==> src/rtl/lcd_cmd_sched.sv <==
`default_nettype none
// ============================================================================
// Module   : lcd_cmd_sched
// Purpose  : Two-requester round-robin command queue feeding an LCD controller.
// Revision : 1.0
// ============================================================================
module lcd_cmd_sched (
    input  logic       clk,
    input  logic       reset,
    input  logic [2:0] req0_cmd,
    input  logic       req0_valid,
    output logic       req0_ready,
    input  logic [2:0] req1_cmd,
    input  logic       req1_valid,
    output logic       req1_ready,
    output logic [2:0] lcd_cmd,
    output logic       lcd_cmd_valid,
    input  logic       lcd_busy,
    input  logic       lcd_done,
    output logic [2:0] fifo_cnt,
    output logic [7:0] issued_cnt,
    output logic       sealed,
    output logic       all_done,
    output logic       err_timeout
);

    localparam logic [2:0] S_IDLE      = 3'd0;
    localparam logic [2:0] S_ISSUE     = 3'd1;
    localparam logic [2:0] S_WAIT_BUSY = 3'd2;
    localparam logic [2:0] S_WAIT_IDLE = 3'd3;
    localparam logic [2:0] S_WAIT_DONE = 3'd4;
    localparam logic [2:0] S_FINISHED  = 3'd5;

    localparam logic [2:0] C_DEPTH    = 3'd4;
    localparam logic [2:0] C_TIMEOUT  = 3'd7;
    localparam logic [2:0] C_WRITE    = 3'd0;
    localparam logic [7:0] C_CNT_MAX  = 8'hFF;

    logic [3:0] r_mem [0:3];
    logic [1:0] r_wr_ptr;
    logic [1:0] r_rd_ptr;
    logic [2:0] r_cnt;
    logic       r_rr;
    logic       r_sealed;
    logic       r_err;
    logic [2:0] r_state;
    logic [2:0] r_timer;
    logic [2:0] r_lcd_cmd;
    logic [7:0] r_issued;

    logic       w_full;
    logic       w_grant1;
    logic       w_open;
    logic       w_push;
    logic       w_pop;
    logic [3:0] w_push_data;
    logic       w_unused_src;

    assign w_full      = (r_cnt == C_DEPTH);
    // Lone valid requester wins outright; the pointer only breaks ties.
    assign w_grant1    = req1_valid && (!req0_valid || r_rr);
    assign w_open      = !w_full && !r_sealed;
    assign req0_ready  = w_open && !w_grant1;
    assign req1_ready  = w_open && w_grant1;
    assign w_push      = (req0_valid && req0_ready) || (req1_valid && req1_ready);
    assign w_push_data = w_grant1 ? {1'b1, req1_cmd} : {1'b0, req0_cmd};
    assign w_pop       = (r_state == S_IDLE) && (r_cnt != 3'd0) && !lcd_busy;
    assign w_unused_src = r_mem[r_rd_ptr][3];

    assign lcd_cmd       = r_lcd_cmd;
    assign lcd_cmd_valid = (r_state == S_ISSUE) && !reset;
    assign fifo_cnt      = r_cnt;
    assign issued_cnt    = r_issued;
    assign sealed        = r_sealed;
    assign all_done      = (r_state == S_FINISHED);
    assign err_timeout   = r_err;

    always_ff @(posedge clk) begin
        if (w_push) begin
            r_mem[r_wr_ptr] <= w_push_data;
        end
    end

    always_ff @(posedge clk) begin
        if (reset) begin
            r_wr_ptr <= 2'd0;
            r_rd_ptr <= 2'd0;
            r_cnt    <= 3'd0;
            r_rr     <= 1'b0;
            r_sealed <= 1'b0;
        end else begin
            if (w_push) begin
                r_wr_ptr <= r_wr_ptr + 2'd1;
                r_rr     <= !w_grant1;
                if (w_push_data[2:0] == C_WRITE) begin
                    r_sealed <= 1'b1;
                end
            end
            if (w_pop) begin
                r_rd_ptr <= r_rd_ptr + 2'd1;
            end
            case ({w_push, w_pop})
                2'b10:   r_cnt <= r_cnt + 3'd1;
                2'b01:   r_cnt <= r_cnt - 3'd1;
                default: r_cnt <= r_cnt;
            endcase
        end
    end

    always_ff @(posedge clk) begin
        if (reset) begin
            r_state   <= S_IDLE;
            r_timer   <= 3'd0;
            r_lcd_cmd <= 3'd0;
            r_issued  <= 8'd0;
            r_err     <= 1'b0;
        end else begin
            case (r_state)
                S_IDLE: begin
                    // Head is latched as it is popped; the strobe follows in ISSUE.
                    if (w_pop) begin
                        r_lcd_cmd <= r_mem[r_rd_ptr][2:0];
                        r_state   <= S_ISSUE;
                    end
                end
                S_ISSUE: begin
                    if (r_issued != C_CNT_MAX) begin
                        r_issued <= r_issued + 8'd1;
                    end
                    r_timer <= 3'd1;
                    r_state <= S_WAIT_BUSY;
                end
                S_WAIT_BUSY: begin
                    if (lcd_busy) begin
                        r_state <= S_WAIT_IDLE;
                    end else if (r_timer == C_TIMEOUT) begin
                        r_err   <= 1'b1;
                        r_state <= S_IDLE;
                    end else begin
                        r_timer <= r_timer + 3'd1;
                    end
                end
                S_WAIT_IDLE: begin
                    if (!lcd_busy) begin
                        r_state <= (r_lcd_cmd == C_WRITE) ? S_WAIT_DONE : S_IDLE;
                    end
                end
                S_WAIT_DONE: begin
                    if (lcd_done) begin
                        r_state <= S_FINISHED;
                    end
                end
                S_FINISHED: r_state <= S_FINISHED;
                default:    r_state <= S_IDLE;
            endcase
        end
    end

endmodule
`default_nettype wire

==> config.mk <==
export PLATFORM = sky130hd
export DESIGN_NAME = lcd_cmd_sched
export DESIGN_NICKNAME = d
export VERILOG_FILES = /design/src/rtl/lcd_cmd_sched.sv
export SDC_FILE = /design/constraint.sdc
export NUM_CORES = 1
export LEC_CHECK = 0
export ABC_AREA = 1
export CORE_ASPECT_RATIO = 1.1
export CORE_MARGIN = 10
export CORE_UTILIZATION = 57
export CTS_BUF_LIST = sky130_fd_sc_hd__clkbuf_16
export CTS_CLUSTER_SIZE = 10
export DETAILED_ROUTE_END_ITERATION = 10
export PLACE_DENSITY = 0.9
export SYNTH_ARGS = -nofsm -noshare
export SYNTH_HDL_FRONTEND = slang
export SYNTH_SLANG_ARGS = --single-unit
==> constraint.sdc <==
create_clock -name clk -period 3.4 [get_ports clk]
set_input_delay 0.68 -clock clk [delete_from_list [all_inputs] [get_ports clk]]
set_output_delay 0.68 -clock clk [all_outputs]
set_load 0.005 [all_outputs]
Word level (Yosys, flattened, before mapping)
Memory sizes are Yosys's and may differ from the RTL's. A register that Yosys moved wholly into a read port is not among the register bits.
Cells that the tools add are included.
{"block": "op_classes", "mux": 14, "bitwise_logic": 1, "n_eq_ne": 16, "add_sub_neg": 6, "n_reduce_logical": 29}
{"cell": "3-bit two-way mux", "count": 8}
{"cell": "3-bit case mux with 6 select lines", "count": 1}
{"cell": "3-bit == test (second input constant)", "count": 4}
{"cell": "3-bit case mux with 2 select lines", "count": 2}
{"cell": "2-bit inequality test (second input constant)", "count": 5}
{"cell": "1-bit logical AND", "count": 9}
{"cell": "3-bit logical NOT", "count": 3}
{"cell": "8-bit by 1-bit adder with 8-bit output (second input constant)", "count": 1}
{"cell": "8-bit inequality test (second input constant)", "count": 1}
{"cell": "3-bit by 1-bit adder with 3-bit output (second input constant)", "count": 2}
{"cell": "3-bit by 2-bit == test with 1-bit output (second input constant)", "count": 2}
{"cell": "1-bit logical NOT", "count": 6}
{"cell": "2-bit AND reduction", "count": 3}
{"cell": "3-bit AND reduction", "count": 2}
{"cell": "2-bit by 1-bit adder with 2-bit output (second input constant)", "count": 2}
{"cell": "4-bit two-way mux", "count": 1}
{"cell": "4-bit AND reduction", "count": 1}
{"cell": "2-bit nonzero test", "count": 2}
{"cell": "3-bit by 1-bit == test with 1-bit output (second input constant)", "count": 1}
{"cell": "3-bit inequality test (second input constant)", "count": 1}
{"cell": "3-bit nonzero test", "count": 1}
{"cell": "3-bit by 1-bit subtractor with 3-bit output (second input constant)", "count": 1}
{"cell": "2-bit by 1-bit == test with 1-bit output (second input constant)", "count": 1}
{"cell": "2-bit == test (second input constant)", "count": 1}
{"cell": "other kinds (3)", "count": 5}
{"block": "totals", "mem_bits_rw": 16, "register_bits": 24, "wordCells": 76, "output_inout_bits": 20, "memories": 1}
{"name": "r_mem", "words": 4, "word_bits": 4, "read_ports": 1, "rd_ports_with_merged_regs": 1, "write_ports": 1, "line": "39", "text": "logic [3:0] r_mem [0:3];"}

Logic depth before layout (Yosys ltp)
Gate-level depths: netlist of run 1.
{"block": "depth", "word_depth": 9, "ltp_mapped": 12, "mapped_depth_nobuf": 12}

Worst setup path before layout of run 1
No wires, ideal clock.
{"block": "synth_timing", "kind": "input -> register", "start": "input req0_valid", "end": "register r_cnt[2], in the netlist fifo_cnt[2]", "stages": 11, "setup_slack_ps": 1236, "n_path_buf": 0, "required_ps": 3278, "t_arrival_ps": 2042, "setup_ps": 122, "path_cell_list": "nand2_1 > nand2_1 > a21oi_2 > inv_2 > ha_1 > inv_1 > fa_1 > a21oi_1 > o21ai_0 > o21ai_0 > a21oi_1"}
{"block": "synth_via", "elab_chain_len": 9}
{"item": "start, declared", "line": "11", "text": "input logic req0_valid,"}
{"item": "1-bit logical NOT", "line": "61", "text": "assign w_grant1 = req1_valid && (!req0_valid || r_rr);"}
{"item": "1-bit logical OR", "line": "61"}
{"item": "1-bit logical AND", "line": "61"}
{"item": "1-bit logical NOT", "line": "63", "text": "assign req0_ready = w_open && !w_grant1;"}
{"item": "1-bit logical AND", "line": "63"}
{"item": "1-bit logical AND", "line": "65", "text": "assign w_push = (req0_valid && req0_ready) || (req1_valid && req1_ready);"}
{"item": "1-bit logical OR *", "line": "65"}
{"item": "2-bit by 1-bit == test with 1-bit output or 2-bit == test (tied branches)", "line": "102", "text": "case ({w_push, w_pop})"}
{"item": "3-bit case mux with 2 select lines or 2-bit nonzero test (tied branches)"}
{"item": "end signal, assigned", "line": "103", "text": "2'b10: r_cnt <= r_cnt + 3'd1;"}
{"item": "end signal, assigned", "line": "104", "text": "2'b01: r_cnt <= r_cnt - 3'd1;"}
{"item": "end signal, assigned", "line": "105", "text": "default: r_cnt <= r_cnt;"}
{"item": "end, declared", "line": "42", "text": "logic [2:0] r_cnt;"}
Every way passes the cells marked *; elsewhere a longest branch is shown, timed or not.
A chain may end at the register's enable or synchronous reset.

Final worst setup path of run 1
{"block": "layout_timing", "start": "input req0_valid", "end": "output req0_ready"}
{"block": "layout_via", "elab_chain_len": 5}
{"item": "1-bit logical NOT", "line": "61"}
{"item": "1-bit logical OR", "line": "61"}
{"item": "1-bit logical AND", "line": "61"}
{"item": "1-bit logical NOT", "line": "63"}
{"item": "1-bit logical AND", "line": "63"}
{"item": "end, declared", "line": "12", "text": "output logic req0_ready,"}
No other way between the ends.

==> results.toml, run 1 <==
[outcome]
status = "completed"

[synthesis]
synth_nets = 265
synthSimpleGateAreaFrac = 0.277
ys_warn_count = 0
synth-seq-area-share = 0.452
synth_cells = 244
synth.mux.area_fraction = 0
synth_edf_count = 12
synth_compound_area_frac = 0.118
synthDistinctLibCells = 33
synth_xor_area_frac = 0.00878
synth_top_family_by_area = "simple AND/OR/NAND/NOR gates"
ys_ff_latch = 39
synth_ff_type = "dfxtp_1"
synth_common_cells = "43 x nor2_1, 35 x nand2_1, 27 x dfxtp_1"
synth_fa_ha_area_frac = 0.0602
ys_top_cells_by_area = "dfxtp_1 27%, edfxtp_1 18%, nor2_1 8.1%"
async_flop_share = 0
syn_area_sq_um = 1990
synth.largest_area_cell = "dfxtp_1"
syn_avg_cell_area_sq_um = 8.17
synth.most_common_cell = "nor2_1"
synth_top_cell_area_share = 0.271

[min_path]
hold_path_depth = 2
min_to = "r_timer[2]"
hold_class = "flop to flop"
holdCritStartpoint = "r_timer[2]"

[floorplan]
start_util = 0.594
die_h_um = 82.0
pin_count = 32
core-area_sq_um = 3360
die-width_um = 76.4
die_area_sq_um = 6270
row_count = 22

[global_route]
track_usage = 0.142
grt_pass1_wl_mm = 7.21
grt_max_degree = 16
overflow = 0
grt_pass1_vias = 1740
antenna_found_initial = 0

[flow_run]
cap_viol_max_count = 0

[power_and_ir_drop]
power_switching_mw = 0.605
internal_power_mw = 1.09
seqPwrFrac = 0.386
pwr-share-comb = 0.359
p_sw_frac = 0.356
ir_drop_mv = 0.387
clkPwrFrac = 0.255
power_density_nw_per_um2 = 692
totalPowerFinal_mw = 1.70
p_leak_nw = 0.983

[placed_design]
numPortBuffers = 31
routabilityCongestion = 0.767
hpwl_mm = 3.12

[critical_path]
crit_slowest_cell = "clkdlybuf4s50_1"
crit_buf_inv = 3
worst_setup_path_end_kind = "output pin"
critPathArrivalTime_ns = 2.17
required_ns = 2.72
worst_setup_path_start_kind = "input pin"
worst-path-max-fanout = 5
path_cells = "clkdlybuf4s50_1 -> nand2_1 -> nand2_1 -> inv_1 -> nor2_1 -> clkdlybuf4s50_1"
r2r-end = "fifo_cnt[2]"
ff2ff_path_depth = 10
critPathKind = "input pin to output pin"
r2r_start = "r_state[1]"
critPathMaxStageDelay_ns = 0.52
r2r_slack_ns = 1.29
cp_top_family = "buffers and inverters"

[timing]
min_period_ns = 2.85
finalCritPeriodShare = 0.838
slew_headroom = 0.569
fmax_mhz = 351
tightest_slew_ns = 0.645
tns_ns = 0
setup_viol = 0
skew_ns = 0.00431
final_max_slew_viol_count = 0
grt_setup_unrepaired = "no"
report.final.hold_viol_count = 0

[detailed_routing]
drtIter0Drc = 138
viasPerCell = 5.36
dr_total_vias = 1746
drcViolationCount = 0
totalWireLength_mm = 4.20
ant_nets = 0
dr.pass1.iters = 4
route.detailed.wl_per_inst_um = 12.9

[clocking]
clk_pin_slew_worst_paths_ns = 0.06
cts.repair.resized = 0
cts_tree = "done"
cts_inserted_buffers = 5
cts_hold_buf = 0
cts_max_path_buffers = 2
post_cts_buffers = 0
clock_latency_ns = 0.28
cts_sinks = 39
cts_root_buffer = "clkbuf_16"
cts_max_level = 2

[cells_and_area]
n_antenna_cell = 0
fin_util = 0.731
layout-drive-gt1-share = 0.108
area_delta_synth_final_pct = 23.1
fin_nets = 298
routing by layer:
layer  GRT usage  wire (um)  up-vias
li1            -          -      868
met1       0.135       1680      818
met2       0.253       2110       50
met3      0.0699        318       10
met4      0.0743         93        0
met5           0          0        -
worst max-delay path by stage:
stage / start / end / cells past startpoint
after global placement: req0_valid / req0_ready / 6
final: req0_valid / req0_ready / 6
after global routing: req0_valid / req0_ready / 6
after detailed placement: req0_valid / req0_ready / 6
after CTS: req0_valid / req0_ready / 6
after floorplan: req0_valid / fifo_cnt[2] / 11
final cells by class:
class | count | area [sq um]
Clock buffer | 5 | 125
Clock inverter | 3 | 12.5
Fill cell | 260 | 903
Inverter | 30 | 113
Multi-Input combinational cell | 169 | 926
Sequential cell | 39 | 901
Tap cell | 48 | 60.1
Timing Repair Buffer | 32 | 318
through the flow:
stage | hold slack (ns) | setup WS (ns) | cell area (sq um) | cells
after floorplan | 0.440 | 1.24 | 1990 | 244
after global placement | 0.451 | 0.568 | 2320 | 318
after detailed placement | 0.458 | 0.544 | 2320 | 318
after CTS | 0.465 | 0.530 | 2450 | 326
after global routing | 0.490 | 0.426 | 2450 | 326
final | 0.464 | 0.550 | 2450 | 326
tightest hold or removal path: stages (launching register included):
cell,delay [ns]
dfxtp_1,0.31
nand2_1,0.06
a21oi_1,0.05
cells in the final DEF (no fill, tap or decap), types with 2 or more instances in the layout:
master / netlist / layout
a31oi_1: 2 / 2
nand2_1: 35 / 35
ha_1: 8 / 8
o21ai_0: 13 / 13
nand4_1: 4 / 4
dfxtp_1: 27 / 27
xor2_1: 2 / 2
nor2_1: 43 / 43
a21oi_2: 5 / 5
nand3_1: 18 / 18
inv_2: 5 / 5
nor2_2: 3 / 3
inv_1: 25 / 27
nand2_2: 2 / 2
edfxtp_1: 12 / 12
clkdlybuf4s50_1: 0 / 31
nor3_1: 3 / 3
clkbuf_16: 0 / 5
o211a_1: 2 / 2
a21oi_1: 15 / 15
nand3_2: 5 / 5
power by group through the flow:
| stage | Sequential [mW] | Combinational, mW | Clock [mW] |
|---|---|---|---|
| 3_3_place_gp | 0.661 | 0.578 | 0 |
| 6_report | 0.656 | 0.610 | 0.434 |
| 5_1_grt | 0.666 | 0.696 | 0.460 |
| 3_5_place_dp | 0.664 | 0.605 | 0 |
| 4_1_cts | 0.655 | 0.614 | 0.442 |
| 2_1_floorplan | 0.636 | 0.471 | 0 |
state kept, by name, summed over array words and instances (netlist names):
| signal | cells |
|---|---|
| r_mem | 12 |
| r_rr | 1 |
| lcd_cmd | 3 |
| err_timeout | 1 |
| r_rd_ptr | 2 |
| r_wr_ptr | 2 |
| issued_cnt | 8 |
| sealed | 1 |
| fifo_cnt | 3 |
| r_state | 3 |
| r_timer | 3 |
cell families after synthesis:
kind of cell | Yosys count
AOI/OAI and AO/OA | 40
xor gates and xnor gates | 2
adders and majority gates | 9
buffers and inverters | 36
DFF | 39
and+or+nand+nor | 118
No activity file was read; power rests on OpenSTA's default activity.
==> run 2, diff against run 1 <==
Settings changed: CORE_UTILIZATION 57 to 48, PLACE_DENSITY 0.9 to 0.82.
Clock period 3.4 ns to 2.4 ns, I/O delays scaled along.
==> run 2 against run 1 <==
- clock power is 42% higher
- cell area increased by 3.0%
- clock skew shrank 0.0012 ns
- die area increased by 14%
- largest cell class unchanged
==> results.toml, run 2 (synthesized netlist as in run 1, its figures left out) <==
[floorplan]
start_util = 0.499
pin_count = 32
die_h_um = 87.6
die-width_um = 81.5
die_area_sq_um = 7140
core-area_sq_um = 3990
row_count = 24

[timing]
grt_setup_unrepaired = "no"
final_max_slew_viol_count = 0
finalCritPeriodShare = 0.926
fin_ws_ns = 0.176
fmax_mhz = 450
report.final.hold_viol_count = 0
whs_ns = 0.460
skew_ns = 0.00316
slew_headroom = 0.569
min_period_ns = 2.22
setup_viol = 0
tightest_slew_ns = 0.645

[detailed_routing]
viasPerCell = 5.02
dr.pass1.iters = 4
dr_total_vias = 1703
drcViolationCount = 0
ant_nets = 0
totalWireLength_mm = 4.21
drtIter0Drc = 94
route.detailed.wl_per_inst_um = 12.4

[critical_path]
path_cells = "clkdlybuf4s50_1 -> nand2_1 -> nand2_1 -> nor2_1 -> clkdlybuf4s50_1"
critPathArrivalTime_ns = 1.74
worst_setup_path_start_kind = "input pin"
crit_slowest_cell = "clkdlybuf4s50_1"
worst_setup_path_end_kind = "output pin"
r2r_start = "r_state[1]"
critPathMaxStageDelay_ns = 0.51
crit_path_start = "req0_valid"
ff2ff_path_depth = 10
cp_top_family = "buffers and inverters"
cp_num_cells = 5
required_ns = 1.92
critPathKind = "input pin to output pin"
crit_buf_inv = 2
worst-path-max-fanout = 4

[placed_design]
numPortBuffers = 31
routabilityCongestion = 0.804
hpwl_mm = 3.11
place_ws_ns = -0.0980

[clocking]
post_cts_buffers = 0
clk_pin_slew_worst_paths_ns = 0.05
cts_inserted_buffers = 5
clock_latency_ns = 0.28
cts_root_buffer = "clkbuf_16"
cts_max_level = 2
cts_tree = "done"
cts_max_path_buffers = 2
cts_sinks = 39

[cells_and_area]
regArea_sq_um = 901
layout_commonest_cell = "nor2_1"
fin_nets = 307
final_cell_mix = "43 x nor2_1, 35 x nand2_1, 30 x clkdlybuf4s50_1"
n_antenna_cell = 0
fillers = 322
largest-register = "r_mem"
multi_input_area_sq_um = 926
layout-drive-gt1-share = 0.132
largest_register_ff_count = 12
area_delta_synth_final_pct = 26.8

[power_and_ir_drop]
internal_power_mw = 1.57
p_sw_frac = 0.353
pwr-share-comb = 0.363
power_switching_mw = 0.859
clkPwrFrac = 0.253
power_density_nw_per_um2 = 962
p_leak_nw = 1.03
seqPwrFrac = 0.383
ir_drop_mv = 0.532

[global_route]
grt_max_degree = 16
grt_pass1_vias = 1562
overflow = 0
track_usage = 0.124
antenna_found_initial = 0
grt_pass1_wl_mm = 6.96

[min_path]
holdCritStartpoint = "r_rr"
hold_class = "flop to flop"
hold_path_depth = 2

[outcome]
status = "completed"

[flow_run]
cap_viol_max_count = 0
-- run 2: path summary, 6_finish.rpt --
| check | endpoint | slack (ns) |
|---|---|---|
| max | req1_ready | 0.18 |
| min | r_rr | 0.46 |
| max reg2reg | fifo_cnt[2] | 0.34 |
| min reg2reg | r_rr | 0.46 |
-- run 2: routing by layer --
layer / vias up / part of all wire / global-route usage / routed length [um]
met5: - / 0 / 0 / 0
met4: 0 / 0.020 / 0.0567 / 84
met3: 6 / 0.061 / 0.0420 / 255
met2: 39 / 0.48 / 0.203 / 2010
met1: 771 / 0.44 / 0.141 / 1860
li1: 887 / - / - / -
-- run 2: metrics by stage --
stage                     power (mW)   util  cell area, sq um  setup TNS (ns)  instances
after detailed placement        1.83  0.598              2390         -0.0980        331
after global routing            2.61  0.633              2530               0        339
after global placement          1.80  0.598              2390               0        331
after floorplan                 1.57      -              1990               0        244
after CTS                       2.45  0.633              2530               0        339
final                           2.43  0.633              2530               0        339
-- run 2: power by group through the flow --
stage	Combinational, mW	Sequential, mW	Clock (mW)
after CTS	0.892	0.932	0.628
final	0.883	0.933	0.616
after floorplan	0.668	0.901	0
after detailed placement	0.886	0.944	0
after global routing	1.00	0.951	0.659
after global placement	0.862	0.940	0
-- run 2: final cells by class --
| type | count | share of cell area |
|---|---|---|
| inverter | 30 | 0.0445 |
| clock buffer | 5 | 0.0495 |
| tap | 52 | 0.0257 |
| timing repair buffer | 41 | 0.153 |
| clock inverter | 3 | 0.00445 |
| multi-input combinational | 169 | 0.366 |
| sequential | 39 | 0.356 |
-- run 2: worst register-to-register path: cells and delay by family (launching register included) --
| family | cells | cell delay [ns] |
|---|---|---|
| and+or+nand+nor | 3 | 0.45 |
| adders and majority gates | 2 | 0.52 |
| buffers and inverters | 1 | 0.06 |
| DFF | 1 | 0.41 |
| AOI/OAI and AO/OA | 4 | 0.50 |
-- run 2: what timing repair did --
| item | in CTS | in global routing |
|---|---|---|
| hold buffers | 0 | 0 |
| setup endpoints to repair | 0 | 1 |
| resized for setup | 0 | 1 |
| hold endpoints to repair | 0 | 0 |
==> run 3, diff against run 2 <==
Settings changed: CORE_UTILIZATION 48 to 53, PLACE_DENSITY 0.82 to 0.85, TNS_END_PERCENT from default to 5.
Clock period 2.4 ns to 2.2 ns, I/O delays scaled along.
==> run 3 against run 2 <==
- final cell count grew 0.88%
- global-route usage grew 1.1 points
- power grew 16%
- core utilization grew 8.4 points
- flip-flop and latch count is the same
- die area shrank 7.2%
- count of clock-buffer cells in the layout grew 1
- clock skew grew 0.0013 ns
- non-clock buffer count grew 5
- wire length grew 6.4%
- via count grew 3.0%
- largest cell class unchanged
==> results.toml, run 3 (synthesized netlist as in run 1, its figures left out) <==
[timing]
report.final.hold_viol_count = 0
fmax_mhz = 489
tightest_slew_ns = 0.664
grt_setup_unrepaired = "no"
skew_ns = 0.00446
slew_headroom = 0.556
min_period_ns = 2.04
tns_ns = 0
setup_viol = 0
final_max_slew_viol_count = 0
finalCritPeriodShare = 0.929
fin_ws_ns = 0.155

[cells_and_area]
fin_cells = 342
n_antenna_cell = 0
fin_nets = 312
layout_commonest_cell = "nor2_1"
regArea_sq_um = 901
layout-drive-gt1-share = 0.171
area_delta_synth_final_pct = 30.4
fillers = 301
multi_input_area_sq_um = 940
final_cell_mix = "43 x nor2_1, 33 x nand2_1, 28 x clkdlybuf4s50_1"
largest_register_ff_count = 12
largest-register = "r_mem"

[power_and_ir_drop]
seqPwrFrac = 0.359
ir_drop_mv = 0.541
power_switching_mw = 0.975
p_sw_frac = 0.347
power_density_nw_per_um2 = 1080
clkPwrFrac = 0.270
internal_power_mw = 1.84
p_leak_nw = 1.08
pwr-share-comb = 0.372

[critical_path]
ff2ff_path_depth = 11
worst_setup_path_start_kind = "input pin"
worst-path-max-fanout = 4
required_ns = 2.43
r2r_start = "fifo_cnt[1]"
critPathArrivalTime_ns = 2.27
r2r_slack_ns = 0.21
critPathKind = "input pin to flop"
worst_setup_path_end_kind = "flop"
r2r-end = "fifo_cnt[2]"

[flow_run]
cap_viol_max_count = 0

[floorplan]
die_h_um = 84.3
pin_count = 32
die_area_sq_um = 6620
row_count = 23
die-width_um = 78.5
start_util = 0.550
core-area_sq_um = 3630

[detailed_routing]
ant_nets = 0
totalWireLength_mm = 4.48
drcViolationCount = 0
drtIter0Drc = 110
dr.pass1.iters = 4
route.detailed.wl_per_inst_um = 13.1
dr_total_vias = 1754
viasPerCell = 5.13

[min_path]
hold_path_depth = 2
min_to = "r_rr"
hold_class = "flop to flop"
holdCritStartpoint = "r_rr"

[placed_design]
numPortBuffers = 31
hpwl_mm = 3.16
routabilityCongestion = 0.798
dp.cells = 334
place_ws_ns = -0.278

[clocking]
cts_sinks = 39
cts_root_buffer = "clkbuf_16"
clk_pin_slew_worst_paths_ns = 0.06
cts_tree = "done"
clock_latency_ns = 0.28
cts_max_path_buffers = 2
cts_max_level = 2
cts_inserted_buffers = 5
post_cts_buffers = 0

[global_route]
grt_pass1_vias = 1757
track_usage = 0.134
antenna_found_initial = 0
grt_pass1_wl_mm = 7.34
grt_max_degree = 16
overflow = 0

[outcome]
status = "completed"
run 3: cell count changes in the layout (fill, tap and decap cells not counted), sizes merged:
cell           delta
dlymetal6s2s      +1
dlygate4sd2       +1
buf               +5
clkdlybuf4s50     -2
clkbuf            +1
clkinv            -1
run 3: routing by layer:
metal,track usage,up-vias,routed length [um]
li1,-,897,-
met1,0.132,816,1810
met2,0.240,34,2320
met3,0.0544,7,263
met4,0.0604,0,86
met5,0,-,0
run 3: power by group through the flow:
stage / Combinational, mW / Sequential (mW) / Clock (mW)
global placement: 0.988 / 1.01 / 0
finish: 1.04 / 1.01 / 0.758
CTS: 1.03 / 1.00 / 0.771
floorplan: 0.729 / 0.983 / 0
detailed placement: 1.01 / 1.02 / 0
global route: 1.17 / 1.03 / 0.802
run 3: metrics by stage:
stage / utilization / power (mW) / area (sq um) / hold WS [ns]
2_1_floorplan: - / 1.71 / 1990 / 0.440
6_report: 0.717 / 2.81 / 2600 / 0.459
4_1_cts: 0.713 / 2.81 / 2580 / 0.463
5_1_grt: 0.717 / 3.01 / 2600 / 0.481
3_3_place_gp: 0.669 / 2.00 / 2420 / 0.450
3_5_place_dp: 0.669 / 2.03 / 2420 / 0.455
run 3: layout make-up:
cell class,count,area share
Multi-Input combinational cell,169,0.361
Sequential cell,39,0.346
Timing Repair Buffer,46,0.164
Clock buffer,6,0.0577
Inverter,30,0.0433
Tap cell,50,0.0241
Clock inverter,2,0.00337
run 3: how the worst max path moves through the flow:
stage | startpoint | to | slack [ns] | cells past startpoint
after CTS | req0_valid | fifo_cnt[2] | 0.02 | 12
final | req1_valid | fifo_cnt[1] | 0.16 | 10
after detailed placement | req0_valid | fifo_cnt[2] | -0.28 | 12
after floorplan | r_state[1] | fifo_cnt[2] | 0.26 | 11
after global placement | req0_valid | fifo_cnt[2] | -0.14 | 12
after global routing | req1_valid | fifo_cnt[1] | 0.03 | 10
run 3: critical path, stage by stage:
cell and delay (ns):
clkdlybuf4s50_1 0.50, nand2_2 0.09, a21oi_2 0.17, inv_2 0.07, ha_1 0.21, inv_1 0.11
fa_2 0.45, nor2_1 0.10, a21oi_1 0.05, nor2_1 0.07
run 3: repair_timing:
action	in CTS	in global routing
hold buffers	0	0
gates resized for setup	2	7
endpoints found under the setup margin	2	3
pin swaps	0	1
